`src/rtl/wfifo_drain_pkg.sv`:
```
// wfifo_drain_pkg: state encoding and width helper shared by the drain controller files
package wfifo_drain_pkg;
    typedef logic [1:0] state_t;
    localparam state_t IDLE  = 2'd0;
    localparam state_t WAIT  = 2'd1;
    localparam state_t DRAIN = 2'd2;
    function automatic int cw_of(input int depth);
        return $clog2(depth) + 1;
    endfunction
endpackage

```
`src/rtl/wfifo_drain_mem.sv`:
```
// wfifo_drain_mem: FIFO storage, pointers, fill count and push/pop qualification
module wfifo_drain_mem
    import wfifo_drain_pkg::*;
#(
    parameter int DATA_WIDTH = 8,
    parameter int DEPTH = 8
) (
    input  logic                    clk,
    input  logic                    rst_n,
    input  logic                    flush,
    input  logic                    winc,
    input  logic [DATA_WIDTH-1:0]   wdata,
    input  logic                    pop,
    output logic [DATA_WIDTH-1:0]   rdata,
    output logic [$clog2(DEPTH):0]  count,
    output logic                    full,
    output logic                    empty,
    output logic                    drop
);
    localparam int AW = $clog2(DEPTH);
    localparam int CW = cw_of(DEPTH);
    logic [DATA_WIDTH-1:0] mem [DEPTH];
    logic [AW-1:0] wr_ptr, rd_ptr;
    logic push, pop_ok;
    assign full   = count == CW'(DEPTH);
    assign empty  = count == '0;
    assign pop_ok = pop && !empty && !flush;
    // a full FIFO still takes a word when the head leaves in the same cycle
    assign push   = winc && !flush && (!full || pop_ok);
    assign drop   = winc && !flush && full && !pop_ok;
    assign rdata  = empty ? '0 : mem[rd_ptr];
    always_ff @(posedge clk)
        if (push) mem[wr_ptr] <= wdata;
    always_ff @(posedge clk) begin
        if (!rst_n || flush) begin
            wr_ptr <= '0;
            rd_ptr <= '0;
            count  <= '0;
        end else begin
            wr_ptr <= push ? wr_ptr + 1'b1 : wr_ptr;
            rd_ptr <= pop_ok ? rd_ptr + 1'b1 : rd_ptr;
            count  <= count + CW'(push) - CW'(pop_ok);
        end
    end
endmodule

```
`src/rtl/wfifo_drain_ctrl.sv`:
```
// wfifo_drain_ctrl: buffers register-block write strobes and drains them on fill threshold or age timeout
module wfifo_drain_ctrl
    import wfifo_drain_pkg::*;
#(
    parameter int DATA_WIDTH = 8,
    parameter int DEPTH = 8,
    parameter int TIMEOUT_WIDTH = 8
) (
    input  logic                     RegClk,
    input  logic                     RegReset_n,
    input  logic                     wfifo_winc,
    input  logic [DATA_WIDTH-1:0]    wfifo_wdata,
    input  logic                     enable,
    input  logic [$clog2(DEPTH):0]   threshold,
    input  logic [TIMEOUT_WIDTH-1:0] timeout,
    input  logic                     flush,
    input  logic                     clr_ovf,
    output logic                     out_valid,
    output logic [DATA_WIDTH-1:0]    out_data,
    input  logic                     out_ready,
    output logic [$clog2(DEPTH):0]   count,
    output logic                     empty,
    output logic                     full,
    output logic                     overflow,
    output logic                     busy
);
    localparam int CW = cw_of(DEPTH);
    state_t state, state_nx;
    logic [TIMEOUT_WIDTH-1:0] timer;
    logic [CW-1:0] thr_eff;
    logic drop, aged, hit, hold;
    assign thr_eff = threshold == '0 ? CW'(1) : threshold > CW'(DEPTH) ? CW'(DEPTH) : threshold;
    assign hit     = count >= thr_eff;
    assign aged    = timeout != '0 && timer == timeout;
    assign hold    = out_valid && !out_ready;
    wfifo_drain_mem #(.DATA_WIDTH(DATA_WIDTH), .DEPTH(DEPTH)) u_mem (
        .clk   (RegClk),
        .rst_n (RegReset_n),
        .flush (flush),
        .winc  (wfifo_winc),
        .wdata (wfifo_wdata),
        .pop   (out_valid && out_ready),
        .rdata (out_data),
        .count (count),
        .full  (full),
        .empty (empty),
        .drop  (drop)
    );
    always_ff @(posedge RegClk)
        state <= (!RegReset_n || flush) ? IDLE : state_nx;
    always_comb begin
        state_nx = state;
        case (state)
            IDLE:    state_nx = (enable && hit) ? DRAIN : count != '0 ? WAIT : IDLE;
            WAIT:    state_nx = count == '0 ? IDLE : (enable && (hit || aged)) ? DRAIN : WAIT;
            // a presented beat is never withdrawn when enable drops
            DRAIN:   state_nx = count == '0 ? IDLE : (!enable && !hold) ? WAIT : DRAIN;
            default: state_nx = IDLE;
        endcase
    end
    always_comb begin
        out_valid = state == DRAIN && !empty && !flush;
        busy      = state != IDLE;
    end
    // outside WAIT the timer sits at zero so WAIT always starts from a cleared age
    always_ff @(posedge RegClk)
        if (!RegReset_n || flush || state != WAIT) timer <= '0;
        else if (enable && timer != '1) timer <= timer + 1'b1;
    always_ff @(posedge RegClk)
        if (!RegReset_n) overflow <= 1'b0;
        else if (drop) overflow <= 1'b1;
        else if (clr_ovf) overflow <= 1'b0;
endmodule

```
`config.mk`:
```
export PLATFORM = sky130hd
export DESIGN_NAME = wfifo_drain_ctrl
export DESIGN_NICKNAME = d
export VERILOG_FILES = /design/src/rtl/wfifo_drain_pkg.sv /design/src/rtl/wfifo_drain_mem.sv /design/src/rtl/wfifo_drain_ctrl.sv
export SDC_FILE = /design/constraint.sdc
export NUM_CORES = 1
export LEC_CHECK = 0
export CAP_MARGIN = 10
export CORE_MARGIN = 2
export CORE_UTILIZATION = 50
export DETAILED_ROUTE_END_ITERATION = 10
export PLACE_DENSITY = 0.72
export SETUP_SLACK_MARGIN = 0.2
export SLEW_MARGIN = 20
export SYNTH_ARGS = -nofsm -noshare
export SYNTH_HDL_FRONTEND = slang
export SYNTH_HIERARCHICAL = 1
export SYNTH_SLANG_ARGS = --single-unit
```
`constraint.sdc`:
```
create_clock -name RegClk -period 6.7 [get_ports RegClk]
set_clock_uncertainty 0.1 [all_clocks]
set_input_delay 1.34 -clock RegClk [delete_from_list [all_inputs] [get_ports RegClk]]
set_output_delay 1.34 -clock RegClk [all_outputs]
set_load 0.01 [all_outputs]
```
Word-level counts from Yosys, hierarchy flattened
Memories as Yosys holds them, arrays and structs flattened. A register that Yosys moved wholly into a read port is not among the register bits.
Index checks and enable logic that the tools add are counted.
Widths: inputs -> output; s select.
{ "totals": {"reg_bits": 21, "mem_bits_rw": 64, "input_bits": 27, "output_inout_bits": 17, "elab_cells": 70, "n_memories": 1} }
{ "memory_table": {"columns": ["memory", "words", "width", "rd", "rd_clocked_by_memory_dff", "write_ports", "line", "text"], "rows": [
  ["u_mem.mem", 8, 8, 1, 1, 1, "wfifo_drain_mem.sv:22", "logic [DATA_WIDTH-1:0] mem [DEPTH];"]
]} }
{ "op_classes": {"addsub": 5, "magnitude_cmp": 2, "n_eq_ne": 6, "mux": 16, "reduce_logical": 34} }
{ "ops": {"columns": ["cell", "count"], "rows": [
  ["$logic_and 1x1->1", 15],
  ["$mux 2", 5],
  ["$add 8x1->8 const B", 1],
  ["$eq 8x8->1", 1],
  ["$logic_not 1->1", 8],
  ["$logic_not 4->1", 2],
  ["$mux 4", 2],
  ["$mux 8", 1],
  ["$ne 8x8->1 const B", 1],
  ["$reduce_bool 8->1", 1],
  ["$add 3x1->3 const B", 2],
  ["$mux 3", 2],
  ["$pmux 2 s3", 1],
  ["$mux 1", 5],
  ["$add 4x1->4", 1],
  ["$eq 4x4->1 const B", 1],
  ["$ge 4x4->1", 1],
  ["$gt 4x4->1 const B", 1],
  ["$logic_or 1x1->1", 4],
  ["$reduce_bool 2->1", 2],
  ["$reduce_bool 4->1", 1],
  ["$sub 4x1->4", 1],
  ["$eq 2x1->1 const B", 1],
  ["$eq 2x2->1 const B", 1],
  ["2 further kinds", 2]
]} }

Logic depth before layout (Yosys ltp)
Gate-level depths: netlist (run 1).
{ "depth": {"depth_word": 11, "depth_mapped": 15} }

By module
The synthesis (run 1) kept the hierarchy.
{ "modules_own_cells": {"columns": ["module", "instances", "cells_each", "area_per_inst_um2", "seq_area_each_um2"], "rows": [
  ["wfifo_drain_mem", 1, 181, 3180.6, 2182.1],
  ["wfifo_drain_ctrl", 1, 101, 803.3, 220.2]
]} }

Worst setup path before layout (run 1)
OpenSTA, ideal clock, no wires.
{ "synth_path": {"kind": "input-to-reg", "startpoint": "in flush", "endpoint": "mem u_mem.mem[1][0], enable pin", "setup_time_ns": 0.395, "arrival_time_ns": 3.556, "setup_slack_ns": 2.649, "cell_stages": 5, "path_buffers": 0, "cell_sequence": "nor4b_1 and2_1 or3b_4 and2_1 nor4_1"} }
{ "synth_via": {"elab_chain_cells": 9, "word_cells_on_any_way": 10} }
{ "synth_rtl": {"columns": ["element", "line", "text"], "rows": [
  ["from (decl)", "wfifo_drain_ctrl.sv:16", "input logic flush,"],
  ["$logic_not 1->1 *", "wfifo_drain_mem.sv:27, wfifo_drain_mem.sv:29, wfifo_drain_ctrl.sv:62", null],
  ["$logic_and 1x1->1", "wfifo_drain_ctrl.sv:62", "out_valid = state == DRAIN && !empty && !flush;"],
  ["$logic_and 1x1->1", "wfifo_drain_ctrl.sv:42", ".pop (out_valid && out_ready),"],
  ["$logic_and 1x1->1 (2 in series)", "wfifo_drain_mem.sv:27", "assign pop_ok = pop && !empty && !flush;"],
  ["$logic_or 1x1->1", "wfifo_drain_mem.sv:29", "assign push = winc && !flush && (!full || pop_ok);"],
  ["$logic_and 1x1->1 *", "wfifo_drain_mem.sv:29", null],
  ["$mux 1 *", "wfifo_drain_mem.sv:33", "if (push) mem[wr_ptr] <= wdata;"],
  ["$mux 1 (not written as such) *", "wfifo_drain_mem.sv:33", null],
  ["to (decl)", "wfifo_drain_mem.sv:22", null]
]} }
Every way passes the cells marked *; elsewhere a longest branch is shown, timed or not.

Worst setup path after layout (run 1)
{ "layout_path": {"startpoint": "in flush", "endpoint": "out out_valid"} }
{ "layout_via": {"elab_chain_cells": 2} }
{ "layout_rtl": {"columns": ["element", "line", "text"], "rows": [
  ["$logic_not 1->1", "wfifo_drain_ctrl.sv:62", null],
  ["$logic_and 1x1->1", "wfifo_drain_ctrl.sv:62", null],
  ["to (decl)", "wfifo_drain_ctrl.sv:18", "output logic out_valid,"]
]} }
Every way passes these cells.

==> PnR_summary.wiki, run 1 <==
{| class="wikitable"
! Metric !! Value
|-
| Hold violation count in the final report || 0
|-
| Ys async rst share || 0%
|-
| Number of gates given a new drive strength after cts || 0
|-
| Number of optimization iterations in the first detailed-route pass || 4
|-
| Detailed Route WL || 7560 um
|-
| Worst slew margin relative to its limit || 33.4%
|-
| DRT antenna net count || 0
|-
| Crit path max fanout || 10
|-
| Final worst-path cycle share || between 60% and 70%
|-
| Maximum clock frequency || 230 MHz
|-
| CP most frequent cell || sky130_fd_sc_hd__clkdlybuf4s50_1
|-
| Most used flip-flop cell after synthesis || sky130_fd_sc_hd__edfxtp_1
|-
| Stage delay of the slowest cell on the critical path || 0.62 ns
|-
| Setup repair after global routing missed its margin || false
|-
| Number of global-route vias before repair || 2430
|-
| Peak VDD IR || approximately 0.11 mV
|-
| CP Class || in2out
|-
| Number of setup buffers added after CTS || 0
|-
| Top Ports || 44
|-
| Pin count of the biggest net entering global routing || 17
|-
| Cell variety after synth || 52
|-
| First-pass GRT wire length || between 10000 and 15000 um
|-
| Commonest cells after routing, fill and taps aside || 64 x sky130_fd_sc_hd__edfxtp_1, 43 x sky130_fd_sc_hd__clkdlybuf4s50_1, 24 x sky130_fd_sc_hd__dfxtp_1, 19 x sky130_fd_sc_hd__nor2_1, 18 x sky130_fd_sc_hd__nand2_1
|-
| Pins over their slew limit || 0
|-
| Slack of the worst reg-to-reg path || 3.13 ns
|-
| Horizontal die dimension || 93.3 um
|-
| Worst slew pin tran || 0.998 ns
|-
| Post-synthesis sequential element count || 88
|-
| Cell count after synthesis || 282
|-
| Post-Syn Nets || 323
|-
| Required time reported for the critical path endpoint || 5.26 ns
|-
| Initial core utilization || 51.6%
|-
| Total negative slack for setup checks || 0 ns
|-
| Fraction of final layout cells with drive strength greater than 1 || between 10 and 15%
|-
| All-Layer GR Usage || 18.6%
|-
| Launching element type of the critical path || input pin
|-
| Number of design rule violations left after detail routing || 0
|-
| Number of core rows || 32
|-
| Final standard cell utilization of the core || 60.5%
|-
| Buffer levels on the longest clock path || 2
|-
| Buffers & Inverters on Critical Path || 2
|-
| Category of cells accounting for the largest share of critical-path delay || buffers and inverters
|-
| Total via count after detailed routing || approximately 2.5k
|-
| Area overhead of the layout relative to synthesis || 17.3%
|-
| Number of buffer cells added on primary ports || 43
|-
| Share of synthesized area occupied by flip-flops and latches || 60.3%
|-
| Number of antenna violations at the first check in global routing || 0
|-
| Multi-input gate area in the final layout || 0.00150 mm2
|-
| Clock tree from TritonCTS || yes
|-
| Post-layout nets || 371
|-
| Via-to-Cell Ratio || 5.64
|-
| Total power per unit cell area || 204 mW/mm2
|-
| Htree depth || 3
|-
| Synth Warn # || 6
|-
| Combined flip-flop and latch cell area || 0.00240 mm2
|-
| Result of the run || complete, no violations
|-
| Total grt overflow || 0
|-
| Commonest non-fill, non-tap cell in the layout || sky130_fd_sc_hd__edfxtp_1
|-
| Leak pwr || 0.00155 uW
|-
| Clock slew at reported path FFs || 0.07 ns
|-
| Chip Height || 93.3 um
|-
| Core area || 0.00773 mm2
|-
| MaxCap Viol Count || 0
|-
| Routability cong. || 0.759
|-
| Hold Path Class || reg2reg
|-
| Count of antenna diodes in the layout || 0
|-
| # hold bufs at CTS || 0
|-
| Final routed wire length divided by cell count || 17.3 um
|-
| Clock tree root driver cell || sky130_fd_sc_hd__clkbuf_8
|-
| Time the final worst path needs with I/O delays and setup || 4.35 ns
|-
| Arrival time worst endpoint || 2.91 ns
|-
| CP cell instances || clkdlybuf4s50_1 > nor4b_1 > clkdlybuf4s50_1
|-
| Fill cell count || about 620
|-
| Number of synthesized flops with an enable pin || 64
|-
| CTS Buf Count || 9
|-
| Post-Synthesis Cell Area || between 0.003 and 0.004 mm2
|-
| Mean instance size in the synthesized netlist || 14.1 um2
|-
| Cell at the slowest stage of the critical path || sky130_fd_sc_hd__clkdlybuf4s50_1
|-
| Sink count of the clock tree || 88
|-
| Iteration-0 DRC Markers || 85
|-
| Area of the die || 0.00870 mm2
|-
| Number of failing setup endpoints in the final timing report || 0
|-
| Worst Setup End Kind || output pin
|-
| Detailed placer's ending HPWL || 5330 um
|-
| Worst-Skew Late Latency || 0.34 ns
|}
## routing by layer
metal / share of wire [%] / vias up / track usage [%]
li1: - / 1182 / -
met1: 42 / 1210 / 22.1
met4: 1.1 / 0 / 6.62
met5: 0 / - / 0
met3: 4.1 / 7 / 3.55
met2: 52 / 64 / 33.5
## registers in the layout, indices dropped and copies added (netlist names), named ones only
name          flops
overflow          1
state             2
timer             8
u_mem/count       4
u_mem/mem        64
u_mem/rd_ptr      3
u_mem/wr_ptr      3
## stage by stage
| step | std cells | total power [uW] | setup slack [ns] | cell area, um2 | hold WS, ns |
|---|---|---|---|---|---|
| 2_1_floorplan | 282 | 624 | 2.65 | 3980 | 0.353 |
| 3_3_place_gp | 421 | 658 | 2.25 | 4490 | 0.371 |
| 3_5_place_dp | 421 | 659 | 2.06 | 4490 | 0.377 |
| 4_1_cts | 437 | 961 | 2.34 | 4650 | 0.390 |
| 5_1_grt | 437 | 989 | 2.23 | 4670 | 0.416 |
| 6_report | 437 | 953 | 2.35 | 4670 | 0.390 |
## path summary, 6_finish.rpt
path | from | to | cells after the start
worst max-delay path | flush | out_valid | 3
worst min-delay path | u_mem/rd_ptr[2] | flop | 2
worst max register to register | u_mem/count[2] | u_mem/count[2] | 15
worst min register to register | u_mem/rd_ptr[2] | flop | 2
## report_power, final
part	internal, uW	switching [uW]
clock	136	171
combinational	29.4	26.5
sequential	587	2.52
total	753	200
## area by class of cell
cell class	instances	share of cell area (%)
well taps	102	2.73
flip-flops and latches	88	51.4
clock inverters	2	0.348
clock buffers	14	3.05
multi-input cells	175	32.1
repair buffers	44	9.37
inverters	12	0.964
## Yosys cell counts, types with 4 or more instances
cell type	instances	area, um2
sky130_fd_sc_hd__mux4_1	6	158
sky130_fd_sc_hd__xor2_1	10	87.6
sky130_fd_sc_hd__nor2b_1	4	25.0
sky130_fd_sc_hd__nand2b_1	5	31.3
sky130_fd_sc_hd__a21oi_1	10	50.1
sky130_fd_sc_hd__edfxtp_1	64	1920
sky130_fd_sc_hd__nor3_1	11	55.1
sky130_fd_sc_hd__dfxtp_1	24	480
sky130_fd_sc_hd__mux2i_1	4	40.0
sky130_fd_sc_hd__nor2_1	19	71.3
sky130_fd_sc_hd__o21ai_0	7	35.0
sky130_fd_sc_hd__inv_1	12	45.0
sky130_fd_sc_hd__a22o_1	8	70.1
sky130_fd_sc_hd__ha_1	13	163
sky130_fd_sc_hd__mux4_2	10	225
sky130_fd_sc_hd__nand2_1	18	67.6
sky130_fd_sc_hd__nor4_1	5	31.3
## cells by family after synthesis
| group | Yosys count | synth area share (%) |
|---|---|---|
| and+or+nand+nor | 90 | 12.4 |
| DFF | 88 | 60.3 |
| AOI/OAI and AO/OA | 40 | 7.13 |
| muxes | 20 | 10.6 |
| buffers and inverters | 19 | 2.54 |
| adders and majority gates | 14 | 4.59 |
| xor gates and xnor gates | 11 | 2.42 |
## worst min-delay path, delay by kind of cell, from the launching register on
kind / cells / cell delay, ns
compound gates: 2 / 0.13
flops: 1 / 0.31
(Power assumes the default switching activity.)
==> run 2, diff against run 1 <==
PLACE_DENSITY = 0.75   (was 0.72)
clock period = 3.53 ns   (was 6.7 ns; I/O delays follow)
==> PnR_summary.wiki, run 2 (synthesis gave the netlist of run 1 again) <==
{| class="wikitable"
! Metric !! Value
|-
| Worst slew margin relative to its limit || 63.3% (was 33.4%)
|-
| Commonest non-fill, non-tap cell in the layout || sky130_fd_sc_hd__edfxtp_1 (unchanged)
|-
| Worst-Skew Late Latency || 0.35 ns (was 0.34 ns)
|-
| Pin count of the biggest net entering global routing || 17 (unchanged)
|-
| All-Layer GR Usage || 18.4% (was 18.6%)
|-
| Met1 GRT Util || 24.3% (was 22.1%)
|-
| Detailed placer's ending HPWL || 5100 um (was 5330 um)
|-
| Final worst-path cycle share || 90.3%
|-
| Via-to-Cell Ratio || 5.52 (was 5.64)
|-
| Post-layout nets || 391 (was 371)
|-
| Clock tree root driver cell || sky130_fd_sc_hd__clkbuf_8 (unchanged)
|-
| Final routed wire length divided by cell count || 16.4 um (was 17.3 um)
|-
| Routability cong. || 0.777 (was 0.759)
|-
| First-pass GRT wire length || 12200 um (was 12100 um)
|-
| Buffers & Inverters on Critical Path || 3 (was 2)
|-
| Number of antenna violations at the first check in global routing || 0 (unchanged)
|-
| Category of cells accounting for the largest share of critical-path delay || simple AND/OR/NAND/NOR gates (was buffers and inverters)
|-
| Hold violation count in the final report || 0 (unchanged)
|-
| Fraction of final layout cells with drive strength greater than 1 || 16.9% (was 10.7%)
|-
| Hold Path Class || reg2reg (unchanged)
|-
| Required time reported for the critical path endpoint || 3.66 ns (was 5.26 ns)
|-
| Iteration-0 DRC Markers || 110 (was 85)
|-
| Count of antenna diodes in the layout || 0 (unchanged)
|-
| Worst slew pin tran || 0.549 ns (was 0.998 ns)
|-
| Top Ports || 44 (unchanged)
|-
| Crit path max fanout || 3 (was 10)
|-
| Initial core utilization || 51.6% (unchanged)
|-
| Sink count of the clock tree || 88 (unchanged)
|-
| Total power per unit cell area || 382 mW/mm2 (was 204 mW/mm2)
|-
| Area overhead of the layout relative to synthesis || 21.5% (was 17.3%)
|-
| Worst Setup End Kind || flop (was output pin)
|-
| CP Class || reg2reg (was in2out)
|-
| Total negative slack for setup checks || 0 ns (unchanged)
|-
| Largest registers ranked by flip-flop count || u_mem/mem (64), timer (8), u_mem/count (4) (unchanged)
|-
| Cell at the slowest stage of the critical path || sky130_fd_sc_hd__or3b_4 (was sky130_fd_sc_hd__clkdlybuf4s50_1)
|-
| Htree depth || 3 (unchanged)
|-
| CP cell instances || inv_1 > ha_1 > nor3b_2 > nor4b_2 > and2_1 > or3b_4 > nand2_1 > nand2_1 > ha_1 > inv_1 > ha_1 > inv_1 > fa_1 > xor2_1 > nor2_1 (was clkdlybuf4s50_1 > nor4b_1 > clkdlybuf4s50_1)
|-
| Clock tree from TritonCTS || yes (unchanged)
|-
| Result of the run || complete, no violations (unchanged)
|-
| Total design power || 1850 uW (was 953 uW)
|-
| MaxCap Viol Count || 0 (unchanged)
|-
| Chip Height || 93.3 um (unchanged)
|-
| Number of global-route vias before repair || 2480 (was 2430)
|-
| Clock slew at reported path FFs || 0.09 ns (was 0.07 ns)
|-
| Final cell count without fillers || 457 (was 437)
|-
| Most used routing layer in global routing || met2 (unchanged)
|-
| DRT antenna net count || 0 (unchanged)
|-
| Pins over their slew limit || 0 (unchanged)
|-
| Arrival time worst endpoint || 3.32 ns (was 2.91 ns)
|-
| Number of failing setup endpoints in the final timing report || 0 (unchanged)
|-
| # hold bufs at CTS || 0 (unchanged)
|-
| Number of design rule violations left after detail routing || 0 (unchanged)
|-
| Total grt overflow || 0 (unchanged)
|-
| Number of core rows || 32 (unchanged)
|-
| CTS Buf Count || 9 (unchanged)
|-
| Met2 track demand over resource || 30.9% (was 33.5%)
|-
| Setup repair after global routing missed its margin || false (unchanged)
|-
| Buffer levels on the longest clock path || 2 (unchanged)
|-
| Top reg by flops || u_mem/mem (unchanged)
|-
| Core area || 0.00773 mm2 (unchanged)
|-
| Peak VDD IR || 0.305 mV (was 0.109 mV)
|-
| Largest register FFs || 64 (unchanged)
|-
| Time the final worst path needs with I/O delays and setup || 3.19 ns
|-
| Maximum clock frequency || 314 MHz
|-
| Fraction of met3 tracks used by global routing || 3.55% (unchanged)
|-
| Number of buffer cells added on primary ports || 43 (unchanged)
|-
| Number of placed cells counting well taps || 438 (was 421)
|-
| Leak pwr || 0.00165 uW (was 0.00155 uW)
|-
| Area of the die || 0.00870 mm2 (unchanged)
|-
| Stage delay of the slowest cell on the critical path || 0.38 ns (was 0.62 ns)
|-
| Total via count after detailed routing || 2521 (was 2463)
|-
| Launching element type of the critical path || flop (was input pin)
|-
| Number of optimization iterations in the first detailed-route pass || 4 (unchanged)
|-
| Horizontal die dimension || 93.3 um (unchanged)
|-
| Commonest cells after routing, fill and taps aside || 64 x sky130_fd_sc_hd__edfxtp_1, 43 x sky130_fd_sc_hd__clkdlybuf4s50_1, 22 x sky130_fd_sc_hd__dfxtp_1, 21 x sky130_fd_sc_hd__buf_4, 19 x sky130_fd_sc_hd__nor2_1 (was 64 x sky130_fd_sc_hd__edfxtp_1, 43 x sky130_fd_sc_hd__clkdlybuf4s50_1, 24 x sky130_fd_sc_hd__dfxtp_1, 19 x sky130_fd_sc_hd__nor2_1, 18 x sky130_fd_sc_hd__nand2_1)
|-
| Detailed Route WL || 7490 um (was 7560 um)
|}
[run 2: per-stage QoR]
stage                     setup slack [ns]  util (%)  area [um2]  hold WS (ns)
after floorplan                      0.212         -        4000         0.353
after global placement              0.0984      60.0        4630         0.377
after detailed placement         0.0000255      60.0        4630         0.404
after CTS                            0.262      62.3        4810         0.422
after global routing                 0.171      62.7        4840         0.450
final                                0.343      62.7        4840         0.426
[run 2: area by class of cell]
type                    instances  area (um2)
clock buffers                   9         124
multi-input cells             175        1490
well taps                     102         128
fillers                       591        2890
clock inverters                 7        55.1
flip-flops and latches         88        2410
inverters                      12        45.0
repair buffers                 64         588
[run 2: what timing repair did]
action | 4_1_cts | 5_1_grt
pin swaps | 0 | 2
resized for setup | 1 | 3
cloned | 0 | 0
setup endpoints to repair | 1 | 8
buffers inserted | 0 | 3
[run 2: worst register-to-register path, cell delays in order, from the launching register on]
cell and delay [ns]:
sky130_fd_sc_hd__dfxtp_4 0.36, sky130_fd_sc_hd__inv_1 0.06, sky130_fd_sc_hd__ha_1 0.21, sky130_fd_sc_hd__nor3b_2 0.17, sky130_fd_sc_hd__nor4b_2 0.29, sky130_fd_sc_hd__and2_1 0.18, sky130_fd_sc_hd__or3b_4 0.38, sky130_fd_sc_hd__nand2_1 0.10
sky130_fd_sc_hd__nand2_1 0.06, sky130_fd_sc_hd__ha_1 0.29, sky130_fd_sc_hd__inv_1 0.05, sky130_fd_sc_hd__ha_1 0.16, sky130_fd_sc_hd__inv_1 0.06, sky130_fd_sc_hd__fa_1 0.37, sky130_fd_sc_hd__xor2_1 0.17, sky130_fd_sc_hd__nor2_1 0.06
[run 2: power breakdown]
part	internal (uW)	switching [uW]	total [uW]	leakage (uW)
registers	1110	4.87	1120	0.000773
logic	59.4	50.3	110	0.000796
clock network	261	360	621	0.0000814
[run 2: layer usage]
metal  part of all wire (%)  vias to the layer above
met1                     46                     1221
met2                     48                       72
met5                      0                        -
met4                    1.1                        0
li1                       -                     1223
met3                    5.1                        5
[run 2: final timing paths]
path | startpoint | end | slack [ns] | cells after the start
max | u_mem/count[2] | u_mem/count[2] | 0.34 | 15
min | u_mem/rd_ptr[1] | u_mem/rd_ptr[1] | 0.43 | 2
min reg2reg | u_mem/rd_ptr[1] | u_mem/rd_ptr[1] | 0.43 | 2
max reg2reg | u_mem/count[2] | u_mem/count[2] | 0.34 | 15
==> run 3, diff against run 2 <==
CTS_CLUSTER_DIAMETER = 60   (was unset)
SLEW_MARGIN = 25   (was 20)
SYNTH_HIERARCHICAL = unset   (was 1)
==> PnR_summary.wiki, run 3 <==
{| class="wikitable"
! Metric !! Value
|-
| Total design power || 1880 uW (was 1850 uW)
|-
| Worst Setup End Kind || output pin (was flop)
|-
| CP cell instances || inv_1 > ha_1 > or3b_1 > inv_1 > clkdlybuf4s50_1 (was inv_1 > ha_1 > nor3b_2 > nor4b_2 > and2_1 > or3b_4 > nand2_1 > nand2_1 > ha_1 > inv_1 > ha_1 > inv_1 > fa_1 > xor2_1 > nor2_1)
|-
| Launching element type of the critical path || flop (unchanged)
|-
| Peak VDD IR || 0.213 mV (was 0.305 mV)
|-
| Hold Path Class || reg2reg (unchanged)
|-
| Number of setup buffers added after CTS || 0 (unchanged)
|-
| Area of the die || 0.00841 mm2 (was 0.00870 mm2)
|-
| Pin count of the biggest net entering global routing || 19 (was 17)
|-
| Leak pwr || 0.00154 uW (was 0.00165 uW)
|-
| Largest registers ranked by flip-flop count || u_mem.mem (64), timer (8), u_mem.count (4) (was u_mem/mem (64), timer (8), u_mem/count (4))
|-
| Horizontal die dimension || 91.7 um (was 93.3 um)
|-
| Clock tree from TritonCTS || yes (unchanged)
|-
| Combined flip-flop and latch cell area || 0.00240 mm2 (was 0.00241 mm2)
|-
| Category of cells accounting for the largest share of critical-path delay || buffers and inverters (was simple AND/OR/NAND/NOR gates)
|-
| Complex-gate fraction of the synthesized area || 4.29% (was 7.13%)
|-
| Time the final worst path needs with I/O delays and setup || 3.17 ns (was 3.19 ns)
|-
| Number of core rows || 31 (was 32)
|-
| Clock tree root driver cell || sky130_fd_sc_hd__clkbuf_8 (unchanged)
|-
| Routability cong. || 0.773 (was 0.777)
|-
| Number of optimization iterations in the first detailed-route pass || 4 (unchanged)
|-
| Final routed wire length divided by cell count || 15.7 um (was 16.4 um)
|-
| Share of synthesized area occupied by flip-flops and latches || 62.4% (was 60.3%)
|-
| Required time reported for the critical path endpoint || 2.72 ns (was 3.66 ns)
|-
| Cell count after synthesis || 269 (was 282)
|-
| CP Class || reg2out (was reg2reg)
|-
| DRT antenna net count || 0 (unchanged)
|-
| Clock slew at reported path FFs || 0.08 ns (was 0.09 ns)
|-
| Synth Warn # || 0 (was 6)
|-
| Largest register FFs || 64 (unchanged)
|-
| Total via count after detailed routing || 2284 (was 2521)
|-
| Stage delay of the slowest cell on the critical path || 0.62 ns (was 0.38 ns)
|-
| Setup repair after global routing missed its margin || false (unchanged)
|-
| Cell type contributing the most total cell area after synthesis || sky130_fd_sc_hd__edfxtp_1 (unchanged)
|-
| Number of global-route vias before repair || 2203 (was 2480)
|-
| Number of synthesized flops with an enable pin || 64 (unchanged)
|-
| Sink count of the clock tree || 88 (unchanged)
|-
| Final worst-path cycle share || 89.8% (was 90.3%)
|-
| Core area || 0.00737 mm2 (was 0.00773 mm2)
|-
| Chip Height || 91.7 um (was 93.3 um)
|-
| Fraction of final layout cells with drive strength greater than 1 || 15.4% (was 16.9%)
|-
| Post-Synthesis Cell Area || 0.00385 mm2 (was 0.00398 mm2)
|-
| Top reg by flops || u_mem.mem (was u_mem/mem)
|-
| Result of the run || complete, no violations (unchanged)
|-
| Ys async rst share || 0% (unchanged)
|-
| Detailed placer's ending HPWL || 4790 um (was 5100 um)
|-
| CP most frequent cell || sky130_fd_sc_hd__inv_1
|-
| Initial core utilization || 52.2% (was 51.6%)
|-
| Ranking of synthesized cells by area || sky130_fd_sc_hd__edfxtp_1 50%, sky130_fd_sc_hd__dfxtp_1 12%, sky130_fd_sc_hd__mux4_2 9.4% (was sky130_fd_sc_hd__edfxtp_1 48%, sky130_fd_sc_hd__dfxtp_1 12%, sky130_fd_sc_hd__mux4_2 5.7%)
|-
| Multiplexer share of the synthesized area || 12.0% (was 10.6%)
|-
| Pins over their slew limit || 0 (unchanged)
|-
| Commonest non-fill, non-tap cell in the layout || sky130_fd_sc_hd__edfxtp_1 (unchanged)
|-
| Most used flip-flop cell after synthesis || sky130_fd_sc_hd__edfxtp_1 (unchanged)
|-
| Worst slew margin relative to its limit || 65.7% (was 63.3%)
|-
| Crit path max fanout || 12 (was 3)
|-
| Arrival time worst endpoint || 2.36 ns (was 3.32 ns)
|-
| Count of antenna diodes in the layout || 0 (unchanged)
|-
| Iteration-0 DRC Markers || 115 (was 110)
|-
| Cell at the slowest stage of the critical path || sky130_fd_sc_hd__clkdlybuf4s50_1 (was sky130_fd_sc_hd__or3b_4)
|-
| Worst slew pin tran || 0.514 ns (was 0.549 ns)
|-
| Htree depth || 3 (unchanged)
|-
| Multi-input gate area in the final layout || 0.00135 mm2 (was 0.00149 mm2)
|-
| Mean instance size in the synthesized netlist || 14.3 um2 (was 14.1 um2)
|-
| Number of design rule violations left after detail routing || 0 (unchanged)
|-
| Post-synthesis sequential element count || 88 (unchanged)
|-
| Total negative slack for setup checks || 0 ns (unchanged)
|-
| Buffers & Inverters on Critical Path || 3 (unchanged)
|-
| Number of gates given a new drive strength after cts || 0 (was 1)
|-
| Cell with the most instances after synthesis || sky130_fd_sc_hd__edfxtp_1 (unchanged)
|-
| Commonest cells in the netlist || 64 x sky130_fd_sc_hd__edfxtp_1, 35 x sky130_fd_sc_hd__nor2_1, 24 x sky130_fd_sc_hd__dfxtp_1 (was 64 x sky130_fd_sc_hd__edfxtp_1, 24 x sky130_fd_sc_hd__dfxtp_1, 19 x sky130_fd_sc_hd__nor2_1)
|-
| Detailed Route WL || 6750 um (was 7490 um)
|-
| Combinational family with the most area after synthesis || multiplexers (was simple AND/OR/NAND/NOR gates)
|-
| Area overhead of the layout relative to synthesis || 20.6% (was 21.5%)
|-
| # hold bufs at CTS || 0 (unchanged)
|-
| Post-synth top area share || 50.0% (was 48.2%)
|-
| Area fraction in and, or, nand and nor cells after synthesis || 10.2% (was 12.4%)
|-
| Fraction of synthesized cell area in xor and xnor cells || 3.87% (was 2.42%)
|-
| Post-synthesis share of cell area spent on full adders, half adders and majority gates || 4.75% (was 4.59%)
|-
| Number of failing setup endpoints in the final timing report || 0 (unchanged)
|-
| Buffer levels on the longest clock path || 2 (unchanged)
|-
| Fill cell count || 539 (was 591)
|-
| Number of antenna violations at the first check in global routing || 0 (unchanged)
|-
| Number of buffer cells added on primary ports || 43 (unchanged)
|-
| Hold violation count in the final report || 0 (unchanged)
|-
| Post-Syn Nets || 310 (was 323)
|-
| CTS Buf Count || 9 (unchanged)
|-
| Cell variety after synth || 43 (was 52)
|-
| Maximum clock frequency || 316 MHz (was 314 MHz)
|-
| Commonest cells after routing, fill and taps aside || 64 x sky130_fd_sc_hd__edfxtp_1, 43 x sky130_fd_sc_hd__clkdlybuf4s50_1, 35 x sky130_fd_sc_hd__nor2_1, 24 x sky130_fd_sc_hd__dfxtp_1, 16 x sky130_fd_sc_hd__mux4_2 (was 64 x sky130_fd_sc_hd__edfxtp_1, 43 x sky130_fd_sc_hd__clkdlybuf4s50_1, 22 x sky130_fd_sc_hd__dfxtp_1, 21 x sky130_fd_sc_hd__buf_4, 19 x sky130_fd_sc_hd__nor2_1)
|-
| Via-to-Cell Ratio || 5.31 (was 5.52)
|-
| Top Ports || 44 (unchanged)
|-
| First-pass GRT wire length || 11000 um (was 12200 um)
|-
| Total power per unit cell area || 406 mW/mm2 (was 382 mW/mm2)
|-
| All-Layer GR Usage || 17.4% (was 18.4%)
|-
| MaxCap Viol Count || 0 (unchanged)
|-
| Worst-Skew Late Latency || 0.36 ns (was 0.35 ns)
|-
| Total grt overflow || 0 (unchanged)
|-
| Post-layout nets || 367 (was 391)
|}
==> run 3: cell types whose count changed after synthesis, sizes merged, moves of 3 or more <==
cell   previous run  this run
mux2i             4        10
a22o              8         0
nor2             19        35
or3               3         0
nor3             11         4
nand2            19        10
xnor2             1        12
xor2             10         5
and2              3         0
nor4              5         0
==> run 3: routing by layer <==
metal	wire length, um	share of wire, %	GRT usage, %
met1	3100	46	23.4
met2	3260	48	27.1
met3	254	3.8	4.85
met4	136	2.0	6.47
met5	0	0	0
==> run 3: through the flow <==
stage	utilization (%)	hold WS, ns	setup slack (ns)	area, um2	std cells
floorplan	-	0.354	1.06	3850	269
global placement	60.3	0.380	0.590	4450	414
detailed placement	60.3	0.390	0.501	4450	414
CTS	63.0	0.404	0.300	4640	430
global route	63.0	0.441	0.226	4640	430
finish	63.0	0.407	0.361	4640	430
==> run 3: logic make-up after synthesis <==
logic type,after synthesis
muxes,26
adders and majority gates,14
DFF,88
buffers and inverters,22
and+or+nand+nor,78
xor gates and xnor gates,17
AOI/OAI and AO/OA,24
==> run 3: cell type report <==
type / instances / share of cell area (%)
Timing Repair Buffer: 55 / 11.2
Clock inverter: 7 / 1.51
Sequential cell: 88 / 51.8
Clock buffer: 9 / 2.67
Inverter: 13 / 1.05
Multi-Input combinational cell: 159 / 29.1
Tap cell: 99 / 2.67
==> run 3: final timing paths <==
check	start	cells past startpoint	end	slack [ns]
setup / recovery	u_mem.count[2]	5	empty	0.36
hold / removal	u_mem.rd_ptr[1]	2	u_mem.rd_ptr[1]	0.41
setup reg to reg	u_mem.count[2]	12	u_mem.count[2]	0.88
hold reg to reg	u_mem.rd_ptr[1]	2	u_mem.rd_ptr[1]	0.41
==> run 3: where the power goes <==
part	internal [uW]	total, uW	switching (uW)
combinational	56.6	105	48.0
sequential	1110	1120	3.22
clock	277	663	385
==> run 3: worst reg2reg max path, cell delays in order (launching register included) <==
cell and delay (ns):
sky130_fd_sc_hd__dfxtp_1 0.35, sky130_fd_sc_hd__inv_1 0.11, sky130_fd_sc_hd__ha_1 0.18, sky130_fd_sc_hd__or3b_1 0.39
sky130_fd_sc_hd__nand4_1 0.18, sky130_fd_sc_hd__inv_1 0.13, sky130_fd_sc_hd__ha_1 0.29, sky130_fd_sc_hd__inv_1 0.05
sky130_fd_sc_hd__ha_1 0.16, sky130_fd_sc_hd__inv_1 0.05, sky130_fd_sc_hd__fa_1 0.37, sky130_fd_sc_hd__xor2_1 0.14
sky130_fd_sc_hd__nor2_1 0.05
